### config.mk
export PLATFORM = sky130hd
export DESIGN_NAME = seq_gen
export DESIGN_NICKNAME = d
export VERILOG_FILES = /design/src/rtl/seq_gen.sv
export SDC_FILE = /design/constraint.sdc
export NUM_CORES = 1
export LEC_CHECK = 0
export CAP_MARGIN = 10
export CORE_MARGIN = 2
export CORE_UTILIZATION = 59
export DETAILED_ROUTE_END_ITERATION = 10
export GPL_ROUTABILITY_DRIVEN = 0
export PLACE_DENSITY = 0.82
export SYNTH_ARGS = -nofsm -noshare
export SYNTH_HDL_FRONTEND = slang
export SYNTH_SLANG_ARGS = --single-unit
### constraint.sdc
create_clock -name clk -period 3.6 [get_ports clk]
set_input_delay 0.9 -clock clk [delete_from_list [all_inputs] [get_ports clk]]
set_output_delay 0.9 -clock clk [all_outputs]
set_load 0.02 [all_outputs]
### src/rtl/seq_gen.sv
// seq_gen: valid/ready word in, MSB-first serial out with per-bit hold of div+1 clocks, optional looping; ports clk reset data_in data_valid data_ready div loop serial_out bit_strobe busy done
module seq_gen #(
  parameter int WIDTH = 8,
  parameter int DIV_W = 16
) (
  input  logic             clk,
  input  logic             reset,
  input  logic [WIDTH-1:0] data_in,
  input  logic             data_valid,
  output logic             data_ready,
  input  logic [DIV_W-1:0] div,
  input  logic             loop,
  output logic             serial_out,
  output logic             bit_strobe,
  output logic             busy,
  output logic             done
);
  localparam int CW = WIDTH > 1 ? $clog2(WIDTH) : 1;
  localparam logic [CW-1:0] LAST = CW'(WIDTH - 1);
  localparam logic [1:0] IDLE = 2'd0;
  localparam logic [1:0] SHIFT = 2'd1;
  logic [1:0] state_q, state_d;
  logic [WIDTH-1:0] sh_q, sh_d, word_q, word_d;
  logic [DIV_W-1:0] period_q, period_d, tick_q, tick_d;
  logic [CW-1:0] cnt_q, cnt_d;
  logic strobe_q, strobe_d, busy_q, busy_d, done_q, done_d;
  logic accept;
  assign data_ready = (state_q == IDLE) & ~reset;
  assign accept = data_valid & data_ready;
  assign serial_out = sh_q[WIDTH-1];
  assign bit_strobe = strobe_q;
  assign busy = busy_q;
  assign done = done_q;
  always_comb begin
    state_d = state_q;
    sh_d = sh_q;
    word_d = word_q;
    period_d = period_q;
    tick_d = tick_q;
    cnt_d = cnt_q;
    strobe_d = 1'b0;
    busy_d = busy_q;
    done_d = 1'b0;
    if (state_q == IDLE) begin
      sh_d = '0;
      busy_d = 1'b0;
      if (accept) begin
        state_d = SHIFT;
        sh_d = data_in;
        word_d = data_in;
        period_d = div;
        tick_d = '0;
        cnt_d = LAST;
        strobe_d = 1'b1;
        busy_d = 1'b1;
      end
    end else if (state_q == SHIFT) begin
      tick_d = tick_q + 1'b1;
      if (tick_q == period_q) begin
        tick_d = '0;
        strobe_d = 1'b1;
        if (cnt_q != '0) begin
          sh_d = sh_q << 1;
          cnt_d = cnt_q - 1'b1;
        end else if (loop) begin
          sh_d = word_q;
          cnt_d = LAST;
        end else begin
          state_d = IDLE;
          sh_d = '0;
          strobe_d = 1'b0;
          busy_d = 1'b0;
          done_d = 1'b1;
        end
      end
    end else begin
      state_d = IDLE;
      sh_d = '0;
      busy_d = 1'b0;
    end
  end
  always_ff @(posedge clk) begin
    if (reset) begin
      state_q <= IDLE;
      sh_q <= '0;
      word_q <= '0;
      period_q <= '0;
      tick_q <= '0;
      cnt_q <= '0;
      strobe_q <= 1'b0;
      busy_q <= 1'b0;
      done_q <= 1'b0;
    end else begin
      state_q <= state_d;
      sh_q <= sh_d;
      word_q <= word_d;
      period_q <= period_d;
      tick_q <= tick_d;
      cnt_q <= cnt_d;
      strobe_q <= strobe_d;
      busy_q <= busy_d;
      done_q <= done_d;
    end
  end
endmodule

Yosys cells after proc, flatten, opt, wreduce, memory -nomap -nowiden:

Index checks and enable logic that the tools add are counted.
Widths: inputs -> output; s select.

* flip-flop bits (word level): 56
* input port bits: 28
* output and inout port bits: 5
* word-level logic and storage cells: 67

* multiplexer cells: 34
* $add $sub $neg: 2
* bitwise operators: 5
* equality and inequality tests: 6
* reductions and logical operators: 11

Operator list (number)
* $mux 16: 4
* $mux 8: 6
* $mux 3: 6
* $add 16x1->16 const B: 1
* $eq 16x16->1: 1
* $mux 1: 12
* $mux 2: 6
* $reduce_and 4->1: 2
* $ne 3x3->1 const B: 2
* $reduce_bool 3->1: 2
* $reduce_or 5->1: 1
* $reduce_and 2->1: 2
* $reduce_bool 2->1: 2
* $ne 3x2->1 const B: 1
* $not 1->1: 3
* $reduce_and 3->1: 1
* $sub 3x1->3 const B: 1
* $and 1x1->1: 2
* $eq 2x1->1 const B: 1
* $logic_not 2->1: 1
* $ne 2x2->1 const B: 1

Logic depth before layout (Yosys ltp):

Gate-level depths: netlist (run 1).

* word-level depth: 5
* mapped depth: 8
* gate-level depth less buffers: 7

Worst setup path after synthesis (run 1):

No wires, ideal clock.

* kind: input to output
* start: input port reset
* end: output port data_ready
* stages on the path: 4
* path buffers: 3
* arrival: 1.916 ns
* path slack: 0.784 ns
* required time: 2.700 ns
* cell sequence: clkbuf_1 > clkbuf_1 > buf_1 > nor2_1

* cells in the longest elaborated chain, start to end: 2

RTL lines
* start: declaration: RTL line 7 `input logic reset,`
* $not 1->1: RTL line 28 `assign data_ready = (state_q == IDLE) & ~reset;`
* $and 1x1->1: RTL line 28
* end: declaration: RTL line 10 `output logic data_ready,`

No other way between the ends.

Worst setup path after layout (run 1):

Same ends and word-level chain as after synthesis.

==> results of run 1 <==
## logic make-up (layout without fill, tap and decap cells)
family          Yosys count  count (layout)  synth area share (%)
compound gates           74              74                  19.1
xor+xnor                 21              21                  7.18
fa+ha+maj                 3               3                  1.41
buf+inv                  29              51                  5.16
flops                    55              55                  41.3
mux                       1               1                 0.563
simple gates            144             144                  25.3
## sequential cells by signal, summed over array words and instances, names as in the netlist
signal,count
state_q,1
busy,1
cnt_q,3
period_q,16
tick_q,16
bit_strobe,1
done,1
word_q,8
sh_q,8
## critical path, stage by stage
cell and delay (ns):
buf_2 0.12, nor2_1 0.10, clkdlybuf4s50_1 0.61
## worst paths after layout
path / cells past startpoint / slack (ns) / startpoint / endpoint
max reg2reg: 6 / 1.08 / tick_q[2] / sh_q[3]
min: 2 / 0.46 / word_q[4] / word_q[4]
min reg2reg: 2 / 0.46 / word_q[4] / word_q[4]
max: 3 / 0.96 / reset / data_ready
## placed cells by master, fill, tap and decap left out, types with 3 or more instances in the layout
cell	count
o31ai_1	6
xor2_1	4
a22o_1	4
nor3_1	5
clkdlybuf4s50_1	31
clkbuf_8	6
a21boi_0	7
nand3_1	14
nand2b_1	3
o21ai_1	6
a21oi_1	27
nor4_1	5
inv_1	6
xnor2_1	16
ha_1	3
nor2_1	11
a211oi_1	9
nand2_1	79
buf_4	5
nor2b_1	3
nand4_1	12
dfxtp_1	55
## power by group through the flow
stage                     Clock [uW]  Combinational [uW]  Sequential (uW)
after floorplan                    0                 193              693
after global placement             0                 273              691
after detailed placement           0                 281              694
after CTS                        361                 283              679
after global routing             380                 319              685
final                            356                 284              680
## cell type report
| class | instances | area, sq um | share of cell area, % |
|---|---|---|---|
| multi-input cells | 243 | 1440 | 46.8 |
| well taps | 52 | 65.1 | 2.11 |
| flip-flops and latches | 55 | 1100 | 35.8 |
| clock buffers | 7 | 86.3 | 2.81 |
| repair buffers | 37 | 353 | 11.5 |
| clock inverters | 1 | 8.76 | 0.285 |
| inverters | 6 | 22.5 | 0.732 |
## routing by layer
layer	share of wire [%]	GRT usage, %	vias to the layer above	wire length [um]
li1	-	-	1181	-
met1	46	33.0	1113	2730
met2	47	41.4	77	2820
met3	5.4	4.92	10	324
met4	1.6	9.64	0	96
met5	0	0	-	0
## stage by stage
step                instances  power [uW]  area (sq um)
floorplan                 327         885          2670
global placement          393         964          2980
detailed placement        393         975          2980
CTS                       401        1320          3080
global route              401        1380          3080
finish                    401        1320          3080
==> impl_metrics.toml, run 1 <==
[die]
core_area_sq_um = 4350
die_area_sq_um = 5080
ios = 33
die_h_um = 71.2
die_x_um = 71.2
start_util_pct = 61.3
rows = 24

[sta]
skew_ns = 0.00740
finalWorstPathRequiredPeriod_ns = 2.64
worst_slew_pin_slew_ns = 1.03
hold_ws_ns = 0.463
hold_viol = 0
fmax_mhz = 379
setup_tns_ns = 0
rsz0062_at_grt = "false"
setup_viol = 0
period_share_pct = 73.3
final-max-slew-violation-count = 0
max_slew_margin_pct = 31.2
worst_slack_ns = 0.961

[power_and_ir_drop]
powerDensity_nw_per_um2 = 429
comb_power_share_pct = 21.5
power_frac_clock_pct = 27.0
p_sw_share_pct = 30.0
ir_worst_vdd_mv = 0.283
p_switching_uw = 396
seq_power_share_pct = 51.5
total_leakage_power_uw = 0.00111
intPower_uw = 923

[detailed_routing]
first_pass_iters = 5
postRouteAntennaNets = 0
num_vias = 2381
wl_um = 5970
routedWlPerCell_um = 14.9
remaining_drc_errors = 0
drtIter0Drc = 194
viasPerCell = 5.94

[synthesis]
synthFlopType = "dfxtp_1"
syn-num-nets = 358
ys_warn_count = 0
synth_top_area_share_pct = 41.3
synth-edff-count = 0
synthArstFlopShare_pct = 0
yosysTopAreaCell = "dfxtp_1"
ys_seq_area_share_pct = 41.3
synthCells = 327
ys_ff_latch = 55
synth.distinct_cells = 47
yosysMostFrequentCell = "nand2_1"
synth_commonest_cells = "79 x nand2_1, 55 x dfxtp_1, 27 x a21oi_1"
synth.area.top_cells = "dfxtp_1 41%, nand2_1 11%, xnor2_1 5.3%"
synth_area_per_cell_sq_um = 8.16
netlist_area_sq_um = 2670

[grt]
grt_antenna_before_repair = 0
grt_pass1_wl_um = 10200
grt_overflow = 0
grt_pass1_vias = 2243
grt_max_degree = 54
grt_use_total_pct = 25.2

[clock_network]
clock_tree.root_cell = "clkbuf_8"
clkTransAtPathRegs_ns = 0.09
cts_max_path_buffers = 2
cts_buffers = 5
cts_tree = "done"
clock_latency_ns = 0.31
post_cts_resized = 0
cts_hold_buf = 0
htreeDepth = 2
cts_setup_buffers = 0
cts.sinks = 55

[critical_path]
required_ns = 2.70
crit_fanout = 2
worstSetupStartpointType = "primary input"
worstPathArrival_ns = 1.74
path_class = "primary input to primary output"
cp-end-kind = "primary output"

[place]
port-buffer-count = 32
pre_cts_ws_ns = 0.815
place_hpwl_um = 4150

[final_layout]
utilization_pct = 70.7
finalNetCount = 379
fill_cells = 357
drive_above_1_share_pct = 6.88
syn2layout_area_growth_pct = 15.3
diodes = 0

[worst_hold_path]
hold_class = "flip-flop to flip-flop"

[run]
drv_cap = 0

[outcome]
status = "complete, no violations"
No activity file was read; power rests on OpenSTA's default activity.
==> run 2, diff against run 1 <==
--- a/config.mk
+++ b/config.mk
@@ -7,10 +7,10 @@
 export LEC_CHECK = 0
 export CAP_MARGIN = 10
 export CORE_MARGIN = 2
-export CORE_UTILIZATION = 59
+export CORE_UTILIZATION = 55
 export DETAILED_ROUTE_END_ITERATION = 10
 export GPL_ROUTABILITY_DRIVEN = 0
-export PLACE_DENSITY = 0.82
+export PLACE_DENSITY = 0.77
 export SYNTH_ARGS = -nofsm -noshare
 export SYNTH_HDL_FRONTEND = slang
 export SYNTH_SLANG_ARGS = --single-unit
==> constraint.sdc (replaced) <==
create_clock -name clk -period 2.5 [get_ports clk]
set_input_delay 0.625 -clock clk [delete_from_list [all_inputs] [get_ports clk]]
set_output_delay 0.625 -clock clk [all_outputs]
set_load 0.02 [all_outputs]
==> run 2 against run 1 <==
- critical endpoint unchanged
- sequential share of layout area down 0.84 points
- final area up 2.4%
- global-route usage down 1.6 points
- utilization decreased by 3.5 points
- routed wire length fell by 2.2%
- hold slack is essentially flat
- via count decreased by 0.29%
- combinational power is 49% higher
- largest power group unchanged
- critical path depth is the same
- non-clock buffer count up 10
- power grew 45%
- die area increased by 6.9%
==> impl_metrics.toml, run 2 (synthesis gave the netlist of run 1 again) <==
[outcome]
status = "complete, no violations"

[worst_hold_path]
hold_depth = 2
min_from = "word_q[3]"
min_to = "word_q[3]"
hold_class = "flip-flop to flip-flop"

[critical_path]
r2r-end = "busy"
worstPathArrival_ns = 1.56
cp_cell_sequence = "buf_2 -> nor2_1 -> clkdlybuf4s50_1"
reg2reg_from = "tick_q[10]"
max_stage_delay_ns = 0.62
crit_fanout = 12
required_ns = 1.88
crit_buf_inv = 2
r2r_cells = 5
crit_slowest_cell = "clkdlybuf4s50_1"
crit_family = "buffers and inverters"
reg2reg_slack_ns = 0.49
cp_num_cells = 3
startpoint = "reset"
cp-end-kind = "primary output"
path_class = "primary input to primary output"
worstSetupStartpointType = "primary input"

[power_and_ir_drop]
p_switching_uw = 591
powerDensity_nw_per_um2 = 607
total_leakage_power_uw = 0.00116
p_sw_share_pct = 30.9
power_frac_clock_pct = 26.5
power_uw = 1910
intPower_uw = 1320
seq_power_share_pct = 51.4
ir_worst_vdd_mv = 0.488
comb_power_share_pct = 22.1

[sta]
setup_viol = 0
max_slew_margin_pct = 59.8
final-max-slew-violation-count = 0
rsz0062_at_grt = "false"
period_share_pct = 87.5
hold_viol = 0
setup_tns_ns = 0
fmax_mhz = 457
worst_slew_pin_slew_ns = 0.598
skew_ns = 0.0117
finalWorstPathRequiredPeriod_ns = 2.19

[die]
die_h_um = 73.6
die_area_sq_um = 5420
rows = 25
start_util_pct = 56.9
ios = 33
die_x_um = 73.6
core_area_sq_um = 4690

[final_layout]
final_cell_mix = "79 x nand2_1, 55 x dfxtp_1, 31 x clkdlybuf4s50_1"
syn2layout_area_growth_pct = 18.1
final_area_sq_um = 3150
layout_commonest_cell = "nand2_1"
finalNetCount = 389
largest_registers = "period_q x16, tick_q x16"
drive_above_1_share_pct = 9.75
diodes = 0

[clock_network]
cts_setup_buffers = 0
post_cts_resized = 0
cts_tree = "done"
htreeDepth = 2
cts_hold_buf = 0
cts_max_path_buffers = 2
clock_tree.root_cell = "clkbuf_8"
cts.sinks = 55
clkTransAtPathRegs_ns = 0.10
cts_buffers = 5
clock_latency_ns = 0.32

[detailed_routing]
postRouteAntennaNets = 0
viasPerCell = 5.75
num_vias = 2374
drtIter0Drc = 127
remaining_drc_errors = 0
first_pass_iters = 4
wl_um = 5840
routedWlPerCell_um = 14.2

[grt]
grt_overflow = 0
grt_use_total_pct = 23.7
grt_pass1_wl_um = 9890
grt_pass1_vias = 2137
grt_max_degree = 28
grt_antenna_before_repair = 0

[place]
port-buffer-count = 32
place_hpwl_um = 4310
dpl_cell_area_sq_um = 3060

[run]
drv_cap = 0
[run 2: cell types whose count changed in the layout (fill, tap and decap cells not counted), sizes merged]
cell      previous run  this run
buf                  6        16
clkbuf               7         6
clkinv               1         0
clkinvlp             0         1
inv                  6         7
[run 2: worst max-delay path by stage]
stage | slack (ns) | end
2_1_floorplan | 0.23 | data_ready
3_3_place_gp | 0.25 | sh_q[7]
3_5_place_dp | 0.16 | sh_q[3]
4_1_cts | 0.31 | data_ready
5_1_grt | 0.27 | data_ready
6_report | 0.31 | data_ready
[run 2: routing by layer]
metal  wire [um]  up-vias  GRT usage (%)
met5           0        -              0
met3         319       12           4.12
met1        2780     1086           33.6
met4         123        0           9.70
li1            -     1210              -
met2        2620       66           35.5
[run 2: area by class of cell]
type,instances,area (sq um)
fillers,408,1540
multi-input cells,243,1440
flip-flops and latches,55,1100
repair buffers,47,428
clock buffers,6,72.6
well taps,54,67.6
inverters,6,22.5
clock inverters,2,16.3
[run 2: through the flow]
stage / std cells / hold WS [ns] / utilization, % / worst slack (ns)
2_1_floorplan: 327 / 0.437 / - / 0.234
3_3_place_gp: 405 / 0.441 / 65.3 / 0.253
3_5_place_dp: 405 / 0.448 / 65.3 / 0.162
4_1_cts: 413 / 0.463 / 67.1 / 0.309
5_1_grt: 413 / 0.487 / 67.1 / 0.268
6_report: 413 / 0.463 / 67.1 / 0.312
[run 2: tightest hold or removal path, stage by stage (launching register included)]
cell	delay, ns
dfxtp_1	0.32
nand2_1	0.05
a21oi_1	0.05
[run 2: power groups by stage]
stage,registers [uW],clock network (uW),logic (uW)
finish,984,506,423
global route,991,542,472
CTS,984,515,425
detailed placement,1000,0,423
global placement,1000,0,415
floorplan,997,0,277
